<file path="src/rtl/div_unit.sv">
// Multi-cycle 32-bit integer divider for the div/divu instructions.
// Produces {remainder, quotient} for the HI/LO registers using a restoring
// radix-2 algorithm on operand magnitudes. Signs are fixed up on completion.
// While a division is pending or running, stall freezes the upstream stages.
module div_unit (
    input  logic        clk,
    input  logic        resetn,
    input  logic        start,
    input  logic        signed_div,
    input  logic        annul,
    input  logic [31:0] a,
    input  logic [31:0] b,
    output logic [63:0] result,
    output logic        ready,
    output logic        stall
);

    typedef enum logic [1:0] {
        IDLE     = 2'd0,
        DIV_ZERO = 2'd1,
        DIV_ON   = 2'd2,
        DIV_END  = 2'd3
    } state_t;

    state_t      state;
    logic [4:0]  cnt;
    logic [31:0] quo;
    logic [31:0] rem;
    logic [31:0] dvs;
    logic        neg_q;
    logic        neg_r;

    logic [31:0] a_mag;
    logic [31:0] b_mag;
    logic [32:0] rem_shift;
    logic [32:0] diff;
    logic        fits;
    logic [31:0] rem_nxt;
    logic [31:0] quo_nxt;
    logic [31:0] q_fin;
    logic [31:0] r_fin;
    logic        accept;

    assign accept = (state == IDLE) && start && !annul;

    // Operand magnitudes; in signed mode a negative operand is negated modulo 2^32,
    // so 0x80000000 maps to the unsigned magnitude 2^31.
    always_comb begin
        a_mag = a;
        b_mag = b;
        if (signed_div && a[31]) begin
            a_mag = ~a + 32'd1;
        end
        if (signed_div && b[31]) begin
            b_mag = ~b + 32'd1;
        end
    end

    // One restoring step: shift the next dividend bit into the partial remainder
    // and keep the subtraction only when it does not go negative.
    always_comb begin
        rem_shift = {rem, quo[31]};
        diff      = rem_shift - {1'b0, dvs};
        fits      = ~diff[32];
        rem_nxt   = fits ? diff[31:0] : rem_shift[31:0];
        quo_nxt   = {quo[30:0], fits};
        q_fin     = neg_q ? (~quo_nxt + 32'd1) : quo_nxt;
        r_fin     = neg_r ? (~rem_nxt + 32'd1) : rem_nxt;
    end

    // Stall covers the request cycle itself plus every busy state, and is held low in reset.
    always_comb begin
        stall = resetn && (accept || (state == DIV_ON) || (state == DIV_ZERO));
    end

    // Control FSM with datapath registers; result only changes on completion or reset.
    always_ff @(posedge clk or negedge resetn) begin
        if (!resetn) begin
            state  <= IDLE;
            cnt    <= 5'd0;
            quo    <= 32'd0;
            rem    <= 32'd0;
            dvs    <= 32'd0;
            neg_q  <= 1'b0;
            neg_r  <= 1'b0;
            result <= 64'h0;
            ready  <= 1'b0;
        end else begin
            case (state)
                IDLE: begin
                    ready <= 1'b0;
                    if (accept) begin
                        quo   <= a_mag;
                        rem   <= 32'd0;
                        dvs   <= b_mag;
                        neg_q <= signed_div && (a[31] ^ b[31]);
                        neg_r <= signed_div && a[31];
                        cnt   <= 5'd0;
                        if (b == 32'd0) begin
                            state <= DIV_ZERO;
                        end else begin
                            state <= DIV_ON;
                        end
                    end
                end
                DIV_ZERO: begin
                    if (annul) begin
                        state <= IDLE;
                    end else begin
                        state  <= DIV_END;
                        result <= 64'h0;
                        ready  <= 1'b1;
                    end
                end
                DIV_ON: begin
                    if (annul) begin
                        state <= IDLE;
                        cnt   <= 5'd0;
                    end else begin
                        quo <= quo_nxt;
                        rem <= rem_nxt;
                        cnt <= cnt + 5'd1;
                        if (cnt == 5'd31) begin
                            state  <= DIV_END;
                            result <= {r_fin, q_fin};
                            ready  <= 1'b1;
                        end
                    end
                end
                DIV_END: begin
                    state <= IDLE;
                    ready <= 1'b0;
                end
                default: begin
                    state <= IDLE;
                    ready <= 1'b0;
                end
            endcase
        end
    end

endmodule

</file>
<file path="config.mk">
export PLATFORM = sky130hd
export DESIGN_NAME = div_unit
export DESIGN_NICKNAME = d
export VERILOG_FILES = /design/src/rtl/div_unit.sv
export SDC_FILE = /design/constraint.sdc
export NUM_CORES = 1
export LEC_CHECK = 0
export CAP_MARGIN = 20
export CORE_MARGIN = 2
export CORE_UTILIZATION = 45
export CTS_CLUSTER_SIZE = 14
export DETAILED_ROUTE_END_ITERATION = 12
export PLACE_DENSITY = 0.74
export SLEW_MARGIN = 25
export SYNTH_ARGS = -nofsm -noshare
export SYNTH_HDL_FRONTEND = slang
export SYNTH_SLANG_ARGS = --single-unit
export TNS_END_PERCENT = 5
</file>
<file path="constraint.sdc">
create_clock -name clk -period 7.88 [get_ports clk]
set_input_delay 1.576 -clock clk [delete_from_list [all_inputs] [get_ports clk]]
set_output_delay 1.576 -clock clk [all_outputs]
set_load 0.02 [all_outputs]
</file>
==> summary by stage, run 1 <==
Synth
The part of the Yosys area used for sequential elements is a little over a third. The synthesized instance count is 1517. The synthesized netlist net count is 1629. Synthesis instantiated 83 different standard cells from the library. Synthesis inferred 170 register bits.

The synthesized area is between 10000 and 15000 µm². The async set-or-reset flop fraction in the synthesized netlist is 100.0%. In this run the biggest area consumer among cell types represents between 30% and 40% of the synthesized area. sky130_fd_sc_hd__dfrtp_1 takes more of the synthesized area than any other cell. Yosys mapped a number of flops with a built-in enable equal to 0. Ranked by total cell area, the synthesized netlist is headed by sky130_fd_sc_hd__dfrtp_1 35%, sky130_fd_sc_hd__o21ai_0 8.7%, sky130_fd_sc_hd__nand2_1 7.4%. The most used flip-flop cell after synthesis is sky130_fd_sc_hd__dfrtp_1. The mean cell area of the mapped netlist is 8.040 µm². The count of synthesis-stage warnings from yosys is 0.

Worst setup path
The data required time at the worst endpoint is 8180 ps. The worst setup path category is flip-flop to flip-flop. The worst path arrival time is 5610 ps. The largest fanout on the critical path is 43. The nature of the critical path endpoint is a flip-flop.

For the worst flop-to-flop path, the logic depth is 21. The critical path startpoint category is a flip-flop.

Power
The internal power contribution is roughly 3.2 mW. The analysis attributes to net switching a power of 3.598 mW. The maximum ir drop on the vdd rail is approximately 0.25 mV. Summed over all cells, the static leakage comes to 5.995 nW. The switching fraction of total power is 53.21%. The clock group share of total power is 12.7%. Of the total power, combinational logic draws 66.6%.

The power density over the cells is 472.5 nW/µm². The share of total power in sequential cells is 20.7%.

Global routing
The number of antenna violations at the first check in global routing is 1. The number of global-route vias before repair was 10.32k. The first global-routing pass estimated 55520 µm of wire. The pin count of the biggest net entering global routing is 97.

The global-route total usage across every layer is about 24%. The total global routing overflow is 0.

Final layout
The most common library cell in the layout ignoring fill and taps is sky130_fd_sc_hd__nand2_1. The layout overhead on the synthesized area is 17.33%. Summing all non-filler instances in the final layout gives an area of roughly 14000 µm². In the final layout, the share of cells above drive strength 1 is 5.583%. Leaving out fill and tap cells, the most frequent cells in the layout are 239 x sky130_fd_sc_hd__nand2_1, 211 x sky130_fd_sc_hd__o21ai_0, 170 x sky130_fd_sc_hd__dfrtp_1. The repair_antennas step left the layout with diodes totalling 0. The net count of the finished layout is 1711.

STA
For the finished layout, the period the worst path requires is 5313 ps. The total setup violations reported at the end of the flow is 0. In this run the tightest slew margin relative to its limit is 32.21%.

For the pin with the worst max-slew slack, the measured transition is 1011 ps. The final period utilization is 67.42%. Setup repair after global routing left no endpoint under its margin.

After routing, the total negative slack on setup checks comes to 0 ps. The max-slew violation count is 0. Across all hold checks on the routed design, the worst slack comes to 480.4 ps. Static timing analysis puts the maximum clock frequency at approximately 0.19 GHz. The final setup skew is 16.45 ps. The final-report hold violation count is 0.

Floorplanning
The area of the die is 28440 µm². For this design the top-level I/O count stands at about 140. The die width is 168.6 µm. The floorplan has 60 rows. The initial standard-cell utilization of the core is a little under half. In this run the standard cell core region covers 26800 µm². The vertical die dimension is 168.6 µm.

Clocking
The clock tree from TritonCTS is yes. TritonCTS created 17 clock buffers. The H-tree depth is 4. The number of sinks driven by the clock tree is between 150 and 200. Once the clock tree was built, the setup fixing pass inserted 0 buffers. The clock passes through at most 2 buffers. The number of gates resized after CTS is 0. The hold buffer count at cts is 0.

The clock reaches the later pin of the worst-skew pair after 450 ps. CTS placed an instance of sky130_fd_sc_hd__clkbuf_16 at the clock tree root. After clock tree synthesis, the clock-pin slew on the worst setup and hold paths is 80 ps.

Detailed routing
The count of nets left with antenna violations once routing finished came out at 0. The first detailed-routing pass took 5 iterations. The mean routed wirelength per cell is between 15 and 20 µm. In this run, the number of DRC markers left after iteration 0 of detailed routing was 1078.

In the routed layout, each cell is associated on average with a via count of 5.786. For this run, design rule violations remaining after detail routing come to 0. The overall via count from detail_route is 11.30k.

For this block, the routed nets add up to 34110 µm of wire.

Placement
The routability congestion estimate from global placement is 0.9146. The placed instances occupy a cell area of 13700 µm². The HPWL after detailed placement is 25960 µm. Input and output buffers added on the ports amount to 134.

Status
The flow ran to the end, and the final reports show no timing, DRC or antenna violations.

Run
Across the run, the number of max-cap violations was 0.

Hold path
The cell depth of the worst min-delay path is 2. In this run the worst hold path is classified as flip-flop to flip-flop.
## worst max-delay path, cell delays in order (launching register included)
cell and delay [ps]:
sky130_fd_sc_hd__dfrtp_1 420, sky130_fd_sc_hd__inv_1 90, sky130_fd_sc_hd__ha_1 160, sky130_fd_sc_hd__inv_1 60, sky130_fd_sc_hd__fa_1 420, sky130_fd_sc_hd__a211oi_2 270, sky130_fd_sc_hd__o211ai_1 140, sky130_fd_sc_hd__nand2_1 130
sky130_fd_sc_hd__a21oi_1 100, sky130_fd_sc_hd__a211oi_2 290, sky130_fd_sc_hd__and3_2 220, sky130_fd_sc_hd__buf_4 500, sky130_fd_sc_hd__inv_2 120, sky130_fd_sc_hd__a21oi_1 340, sky130_fd_sc_hd__ha_1 230, sky130_fd_sc_hd__inv_1 110
sky130_fd_sc_hd__nor4_1 350, sky130_fd_sc_hd__nand4_2 170, sky130_fd_sc_hd__a2111o_1 530, sky130_fd_sc_hd__o21ai_0 230, sky130_fd_sc_hd__xor2_1 170, sky130_fd_sc_hd__o21ai_0 80
## layer usage
layer | vias to the layer above | track usage [%] | routed length, µm
met5 | - | 0 | 12
met4 | 2 | 4.460 | 321
met3 | 24 | 4.092 | 2299
met2 | 377 | 34.19 | 14220
met1 | 5355 | 38.53 | 17260
li1 | 5543 | - | -
## power groups by stage
stage / clock [mW] / sequential (mW) / combinational, mW
4_1_cts: 0.867 / 1.39 / 4.43
6_report: 0.859 / 1.40 / 4.50
5_1_grt: 0.909 / 1.44 / 4.95
2_1_floorplan: 0 / 1.29 / 3.43
3_3_place_gp: 0 / 1.39 / 4.34
3_5_place_dp: 0 / 1.41 / 4.41
## Yosys cell counts (10+ instances only)
| cell | number |
|---|---|
| sky130_fd_sc_hd__o31ai_1 | 23 |
| sky130_fd_sc_hd__o41ai_1 | 13 |
| sky130_fd_sc_hd__nor2_1 | 92 |
| sky130_fd_sc_hd__xor2_1 | 61 |
| sky130_fd_sc_hd__nand3_1 | 16 |
| sky130_fd_sc_hd__nand2_1 | 240 |
| sky130_fd_sc_hd__clkbuf_1 | 55 |
| sky130_fd_sc_hd__nand4_1 | 10 |
| sky130_fd_sc_hd__and2_1 | 17 |
| sky130_fd_sc_hd__nor3_1 | 41 |
| sky130_fd_sc_hd__or3_1 | 21 |
| sky130_fd_sc_hd__inv_1 | 67 |
| sky130_fd_sc_hd__dfrtp_1 | 170 |
| sky130_fd_sc_hd__buf_2 | 17 |
| sky130_fd_sc_hd__a21o_1 | 13 |
| sky130_fd_sc_hd__xnor2_1 | 72 |
| sky130_fd_sc_hd__nor4_1 | 14 |
| sky130_fd_sc_hd__o21ai_0 | 212 |
| sky130_fd_sc_hd__a31oi_1 | 13 |
| sky130_fd_sc_hd__mux2i_1 | 26 |
| sky130_fd_sc_hd__or4_1 | 12 |
| sky130_fd_sc_hd__ha_1 | 42 |
| sky130_fd_sc_hd__a21oi_1 | 116 |
## per-stage QoR
step	util, %	power (mW)	worst slack (ps)	instances
3_5_place_dp	51.13	5.813	2271	1921
2_1_floorplan	-	4.724	3196	1517
3_3_place_gp	51.13	5.738	2265	1921
6_report	53.39	6.761	2567	1953
5_1_grt	53.39	7.299	2137	1953
4_1_cts	53.36	6.686	2249	1953
## final cells by class
| class | instances | area [µm²] |
|---|---|---|
| clock buffers | 17 | 425.4 |
| multi-input cells | 1198 | 7355 |
| fillers | 2513 | 12490 |
| repair buffers | 144 | 1421 |
| well taps | 341 | 426.7 |
| inverters | 68 | 255.2 |
| clock inverters | 15 | 172.7 |
| flip-flops and latches | 170 | 4254 |
## worst paths after layout
kind,startpoint,to,slack [ps]
worst min register to register,dvs[18]$_DFFE_PN0P_,dvs[18]$_DFFE_PN0P_,480
worst max-delay path,quo[31]$_DFFE_PN0P_,result[56]$_DFFE_PN0P_,2570
min in group asynchronous,resetn,quo[18]$_DFFE_PN0P_,1010
worst max register to register,quo[31]$_DFFE_PN0P_,result[56]$_DFFE_PN0P_,2570
max in group asynchronous,resetn,quo[29]$_DFFE_PN0P_,5070
worst min-delay path,dvs[18]$_DFFE_PN0P_,dvs[18]$_DFFE_PN0P_,480
## flip-flops by register name, indices dropped and copies added (netlist names)
signal  cells
neg_q       1
state       2
cnt         5
ready       1
rem        32
result     64
dvs        32
quo        32
neg_r       1
## cell families after synthesis
| logic type | count (synthesis) | synth area share [%] |
|---|---|---|
| compound gates | 476 | 23.54 |
| xor+xnor | 133 | 9.551 |
| fa+ha+maj | 43 | 4.473 |
| buf+inv | 149 | 4.975 |
| flops | 170 | 34.88 |
| mux | 35 | 2.965 |
| simple gates | 511 | 19.61 |
No activity file was read; power rests on OpenSTA's default activity.
==> run 2: changes to the inputs <==
PLACE_DENSITY = 0.77   (was 0.74)
clock period = 4.6 ns   (was 7.88 ns; I/O delays follow)
==> run 2 against run 1 <==
Final area increased by 1.4%. Final cell count increased by 1.0%. First-iteration DRC count increased by 4.7%. Die area unchanged. Largest power group unchanged. Highest routed layer is now met4.
==> summary by stage, run 2 (synthesized netlist as in run 1, its figures left out) <==
Power
The power density over the cells is 831.1 nW/µm² (was 472.5 nW/µm²). The leakage power summed over all cells is 6.073 nW (was 5.995 nW). The post-layout total power is 12.06 mW (was 6.761 mW).

The maximum ir drop on the vdd rail is 0.6616 mV (was 0.2513 mV).

Placement
The routability congestion estimate from global placement came to 0.9562 (was 0.9146). The count of placed standard cells including taps was 1939 (was 1921). The HPWL after detailed placement came to 26340 µm (was 25960 µm). The count of buffers from port buffering is 134 (unchanged).

Final layout
The number of standard cells in the final layout excluding fillers was 1973 (was 1953). The number of antenna repair diodes was 0 (unchanged). The flip-flop count of the largest register, all copies and words added came to 64 (unchanged). The final core utilization was 54.16% (was 53.39%). The final-layout fill cell count is 2412 (was 2513). The top register by number of flip-flops is result (unchanged). The fraction of final layout cells sized beyond drive strength 1 came to 7.414% (was 5.583%). The layout overhead on the synthesized area is 19.01% (was 17.33%).

The net total in the final layout is 1731 (was 1711). The most common library cell in the layout ignoring fill and taps is sky130_fd_sc_hd__nand2_1 (unchanged). Commonest non-fill, non-tap cells in the layout: 239 x sky130_fd_sc_hd__nand2_1, 210 x sky130_fd_sc_hd__o21ai_0, 170 x sky130_fd_sc_hd__dfrtp_1 (was 239 x sky130_fd_sc_hd__nand2_1, 211 x sky130_fd_sc_hd__o21ai_0, 170 x sky130_fd_sc_hd__dfrtp_1).

Floorplanning
The initial standard-cell utilization of the core is 45.51% (unchanged). The area of the die is 28440 µm² (unchanged). The I/O pin count is 135 (unchanged). The standard cell core area came to 26800 µm² (unchanged). The die width is 168.6 µm (unchanged).

The count of standard-cell rows is 60 (unchanged). The vertical die dimension is 168.6 µm (unchanged).

STA
The final-report hold violation count is 0 (unchanged). The max-slew violation count is 0 (unchanged). The transition time at the pin with the least slew margin is 1047 ps (was 1011 ps). The final setup skew came to 14.73 ps (was 16.45 ps).

The final period utilization is 96.71% (was 67.42%). The total setup violations reported at the end of the flow came to 0 (unchanged). The highest clock rate was 0.2248 GHz (was 0.1882 GHz). The clock period minus final worst setup slack came to 4449 ps (was 5313 ps). The relative max-transition margin is 29.78% (was 32.21%).

Detailed routing
The first-iteration detailed-routing DRC count is 1129 (was 1078). The detailed-routing iteration count for the pre-antenna-repair pass is 6 (was 5). The via count normalized by instance count is 5.939 (was 5.786). The residual antenna-violating net count after detailed routing came to 0 (unchanged).

The number of remaining DRC errors is 0 (unchanged). The sum of routed wire length over all layers is 35120 µm (was 34110 µm). The overall via count from detail_route is 11.72k (was 11.30k).

The mean routed wirelength per cell is 17.80 µm (was 17.47 µm).

Worst setup path
The flop-to-flop setup slack was 150 ps (was 2570 ps). The nature of the critical path endpoint is a flip-flop (unchanged). The worst path arrival time is 4750 ps (was 5610 ps). The data required time at the worst endpoint is 4900 ps (was 8180 ps).

The critical path startpoint category is a flip-flop (unchanged). The destination of the worst register-to-register timing path is result[62]$_DFFE_PN0P_ (was result[56]$_DFFE_PN0P_). The cell count of the worst reg-to-reg path is 16 (was 21). The launch point of the worst reg-to-reg path is quo[31]$_DFFE_PN0P_ (unchanged). The cell with the biggest individual delay on the critical path is sky130_fd_sc_hd__buf_4 (was sky130_fd_sc_hd__a2111o_1).

The worst setup path category is flip-flop to flip-flop (unchanged). The start point of the critical path is quo[31]$_DFFE_PN0P_ (unchanged). The delay of the slowest cell on the worst path was 540 ps (was 530 ps). The largest fanout on the critical path was 42 (was 43). Worst-path cell chain: inv_1, ha_1, inv_1, fa_2, a211oi_2, o211ai_1, nand2_1, a21oi_1, a211oi_2, and3_4, buf_4, mux2_2, a2111o_1, o41ai_2, xnor2_1, o21ai_1 (was inv_1, ha_1, inv_1, fa_1, a211oi_2, o211ai_1, nand2_1, a21oi_1, a211oi_2, and3_2, buf_4, inv_2, a21oi_1, ha_1, inv_1, nor4_1, nand4_2, a2111o_1, o21ai_0, xor2_1, o21ai_0).

Global routing
The wire length of the first global-routing pass is 56770 µm (was 55520 µm). The number of antenna violations at the first check in global routing is 0 (was 1). The total global routing overflow was 0 (unchanged). The global-route total usage across every layer is 24.65% (was 24.15%). The number of global-route vias before repair came to 10.72k (was 10.32k). The pin count of the biggest net entering global routing is 171 (was 97).

Hold path
The cell depth of the worst min-delay path is 2 (unchanged). The beginning of the worst hold path was result[44]$_DFFE_PN0P_ (was dvs[18]$_DFFE_PN0P_). The class of the tightest hold or removal check was flip-flop to flip-flop (unchanged). The endpoint with the worst hold slack is result[44]$_DFFE_PN0P_ (was dvs[18]$_DFFE_PN0P_).

Clocking
The H-tree depth is 4 (unchanged). The clock root buffer master was sky130_fd_sc_hd__clkbuf_16 (unchanged). The number of sinks driven by the clock tree came to 170 (unchanged). The clock tree from TritonCTS is yes (unchanged). The clock-pin transition on the worst setup and hold timing paths is 80 ps (about the same).

The clock latency reported for the late side of the worst-skew pair is 440 ps (was 450 ps). The maximum buffer depth of the clock tree is 2 (unchanged). The number of buffers created by CTS was 17 (unchanged).

Status
Status: finished, final reports clean (unchanged).

Run
The max-capacitance violation count came to 0 (unchanged).
==> run 2: worst max-delay path: cells and delay by family (launching register included) <==
kind / cells / cell delay [ps]
XOR/XNOR: 1 / 160
adder cells (fa/ha/maj): 2 / 530
flip-flops: 1 / 390
AND/OR/NAND/NOR: 2 / 370
buffers and inverters: 3 / 680
multiplexers: 1 / 460
AO/OA/AOI/OAI: 7 / 1710
==> run 2: worst max-delay path by stage <==
stage                             end  slack (ps)  depth (start not counted)
2_1_floorplan  result[60]$_DFFE_PN0P_          30                         23
3_3_place_gp   result[60]$_DFFE_PN0P_         190                         20
3_5_place_dp   result[56]$_DFFE_PN0P_          60                         20
4_1_cts        result[56]$_DFFE_PN0P_          20                         20
5_1_grt        result[62]$_DFFE_PN0P_         -30                         20
6_report       result[62]$_DFFE_PN0P_         150                         16
==> run 2: repair_timing <==
action                                  4_1_cts  5_1_grt
hold buffers                                  0        0
buffers inserted                              0        2
resized for setup                             0       17
endpoints found under the setup margin        0       10
==> run 2: final cells by class <==
cell class	count	area [µm²]	share of cell area [%]
multi-input cells	1198	7420	51.12
flip-flops and latches	170	4254	29.31
repair buffers	164	1580	10.89
clock buffers	18	429.2	2.957
well taps	341	426.7	2.939
inverters	68	257.7	1.776
clock inverters	14	147.6	1.017
==> run 2: power breakdown <==
part	leakage [nW]	internal, mW	switching [mW]
Combinational	3.55	3.03	5.17
Clock	0.277	0.726	0.706
Sequential	2.24	1.89	0.539
==> run 2: per-stage QoR <==
step	TNS [ps]	instance area (µm²)	hold WS (ps)	setup slack, ps
6_report	0	14520	476.0	151.4
5_1_grt	-43.43	14520	504.4	-31.73
4_1_cts	0	14430	483.0	16.52
3_5_place_dp	0	13850	469.7	55.37
3_3_place_gp	0	13850	453.2	192.9
2_1_floorplan	0	12200	437.5	26.19
==> run 2: layer usage <==
layer  vias to the layer above  track usage (%)  part of all wire (%)
li1                       5576                -                     -
met1                      5554            37.62                    47
met2                       524            36.23                    43
met3                        63            3.694                   8.1
met4                         0            6.822                   2.0
met5                         -                0                     0
==> RTL change, RTL diff (settings of run 2) <==
Encoding of `state_t`: now one-hot (4 bits for 4 states).
--- a/src/rtl/div_unit.sv
+++ b/src/rtl/div_unit.sv
@@ -15,11 +15,11 @@
     output logic        stall
 );
 
-    typedef enum logic [1:0] {
-        IDLE     = 2'd0,
-        DIV_ZERO = 2'd1,
-        DIV_ON   = 2'd2,
-        DIV_END  = 2'd3
+    typedef enum logic [3:0] {
+        IDLE     = 4'b0001,
+        DIV_ZERO = 4'b0010,
+        DIV_ON   = 4'b0100,
+        DIV_END  = 4'b1000
     } state_t;
 
     state_t      state;
Check against the original RTL: same outputs for any inputs over 4 cycles, from zero or initial values and one cycle with resetn low; so few cycles prove little.
==> RTL change against run 2 <==
  * Final cell count is 2.9% lower
  * Sequential cell count is 2 higher
  * Fmax increased by 1.9%
  * Synthesized area fell by 3.4%
  * First-iteration DRC count is 2.0% lower
  * Cell area shrank 1.8%
  * Routed wire length down 1.8%
  * Setup slack better by 81 ps
  * Highest routed layer unchanged
Power is not compared: it rests on default switching activity, and its combinational part moved more than twofold at a synthesized area within 25%.
==> RTL change: results (changes against run 2) <==
The flow ran to the end, and the final reports show no timing, DRC or antenna violations. The multiplexer share of the synthesized area came out at 2.14% (-0.83 points). The met2 usage in global routing is 35.9% (-0.29 points). The placement-stage worst setup slack is 177 ps (+121 ps). The number of global-route vias before repair is 10,218 (-4.6%). The average wire per standard cell is 18.0 um (+1.1%). For the worst-skew pair, the clock arrives at the later sink with an insertion delay of 450 ps. Ranked by flip-flop count, first place goes to result. The data arrival time of the worst path came out at 4680 ps (-70 ps). The static leakage power is 5.98 nW.

The register area share after synthesis is 36.6% (+1.7 points). The maximum fanout encountered on the critical timing path came out at 6 (-86%). The synthesis warning total came out at 0 (unchanged).

The post-synthesis adder-cell area fraction came to 4.21% (-0.27 points). The area of placed instances is 0.0136 mm^2 (-2.1%). Counting instances in the post-synthesis netlist gives the leading cell types as nand2_1 (235), o21ai_0 (217), dfrtp_1 (171). The number of DRC markers in iteration 0 came out at 1,106 (-2.0%).

The net load switching power is 1.72 mW. The deepest clock path buffer count came out at 2 (unchanged). The port buffer count came out at 134 (unchanged). The fill cell instance count of the final layout is 2,416 (+0.17%). The flip-flop count of the largest register, all copies and words added came to 64 (unchanged). The met3 track demand over resource in global routing came out at 4.53% (+0.83 points).

The ratio of cells with drive above 1 in the final layout is 7.65% (+0.24 points). The first-pass GRT wire length came out at 55.0 mm (-3.2%). The count of different cell masters after synthesis is 73 (-12%). Ranked by total cell area, the synthesized netlist is headed by dfrtp_1 (36%), o21ai_0 (9.2%), nand2_1 (7.5%). The number of nets in the final layout was 1,676 (-3.2%). Clock tree synthesis selected as its root buffer the cell clkbuf_16.

The net count after synthesis came out at 1,554 (-4.6%). The share of async-settable or async-resettable flops after synthesis came out at 100% (unchanged). The number of levels in the clock H-tree came out at 4 (unchanged). The post-synthesis compound-gate area fraction was 22.9% (-0.65 points). The detail-routed via count per cell came out at 5.77 (-2.8%). The remaining max-slew budget at the tightest pin is 36.0% (+6.3 points).

The most used flip-flop cell after synthesis is dfrtp_1. The antenna cell count came out at 0 (unchanged). The met1 routing resource usage after global routing is 37.8% (+0.21 points).

The total routing resource utilization after global routing is 24.7% (+0.087 points). The number of optimization iterations in the first detailed-route pass came out at 6 (unchanged). The xor/xnor share of the synthesized area was 10.8% (+1.2 points). The final worst clock skew is 10.1 ps (-4.58 ps).

The peak supply drop is 0.000203 V. The pin count of the biggest net entering global routing came out at 76 (-56%). The routability congestion estimate came out at 0.959 (+0.27%). The number of CTS-inserted buffers came to 17 (unchanged). The min-delay analysis places its worst path in the category input pin to async pin.

The sum of net half-perimeters after detailed placement came out at 26.1 mm (-0.76%).
==> RTL change: changes by cell type in the layout (fill, tap and decap cells not counted), moves of 6 or more <==
cell	run 2	this run
a21oi_1	115	96
or3_1	21	29
ha_1	39	32
o21ai_1	11	17
nor3_1	40	27
mux2_2	9	1
inv_1	66	50
o21ai_0	210	216
nor2b_1	4	12
nor2_1	92	86
buf_4	29	42
xor2_1	61	72
==> RTL change: power by group through the flow <==
| stage | clock [mW] | sequential (mW) | combinational, mW |
|---|---|---|---|
| after global placement | 0 | 1.85 | 1.26 |
| after CTS | 1.49 | 1.83 | 1.28 |
| after detailed placement | 0 | 1.86 | 1.28 |
| after global routing | 1.55 | 1.86 | 1.46 |
| final | 1.48 | 1.84 | 1.31 |
| after floorplan | 0 | 1.78 | 0.881 |
==> RTL change: worst paths after layout <==
path | slack (ps) | end | depth (start not counted) | start
setup / recovery | 230 | result[61] | 15 | quo[31]
hold / removal | 350 | dvs[16] | 1 | resetn
setup reg to reg | 230 | result[61] | 15 | quo[31]
hold reg to reg | 480 | result[40] | 2 | result[40]
max in group asynchronous | 2940 | neg_r | 2 | resetn
min in group clk | 480 | result[40] | 2 | result[40]
==> RTL change: kinds of logic after synthesis <==
logic type,Yosys count
buffers and inverters,125
and+or+nand+nor,484
muxes,25
AOI/OAI and AO/OA,456
xor gates and xnor gates,145
adders and majority gates,39
DFF,172
==> RTL change: cell type report <==
| type | count | area [um^2] | area share (%) |
|---|---|---|---|
| Clock buffer | 17 | 425 | 2.99 |
| Sequential cell | 172 | 4310 | 30.2 |
| Tap cell | 335 | 419 | 2.94 |
| Multi-Input combinational cell | 1149 | 7060 | 49.5 |
| Clock inverter | 15 | 180 | 1.26 |
| Timing Repair Buffer | 177 | 1670 | 11.7 |
| Inverter | 51 | 194 | 1.36 |
==> RTL change: routing by layer <==
metal | up-vias | share of wire [%]
met3 | 46 | 8.2
met4 | 0 | 1.6
met5 | - | 0
li1 | 5349 | -
met1 | 5215 | 48
met2 | 449 | 43
==> RTL change: repair_timing <==
action,in CTS,in global routing
endpoints found under the hold margin,0,0
buffers inserted,0,2
gates resized for setup,0,16
endpoints found under the setup margin,0,8
==> RTL change: through the flow <==
step | instances | utilization, % | setup TNS [ps]
after floorplan | 1446 | - | 0
after global placement | 1882 | 52.3 | 0
after detailed placement | 1882 | 52.3 | 0
after CTS | 1914 | 54.7 | 0
after global routing | 1916 | 55.0 | -28.4
final | 1916 | 55.0 | 0
==> RTL change: critical path, cell delays in order, from the launching register on <==
cell and delay (ps):
dfrtp_1 390, inv_1 80, ha_1 170, inv_1 50
fa_1 430, a211oi_2 240, o21ai_1 160, a31oi_1 280
o31a_1 250, xnor2_1 130, or3_1 360, or4_1 520
a221o_1 500, o31ai_1 290, xor2_1 300, o21ai_1 90
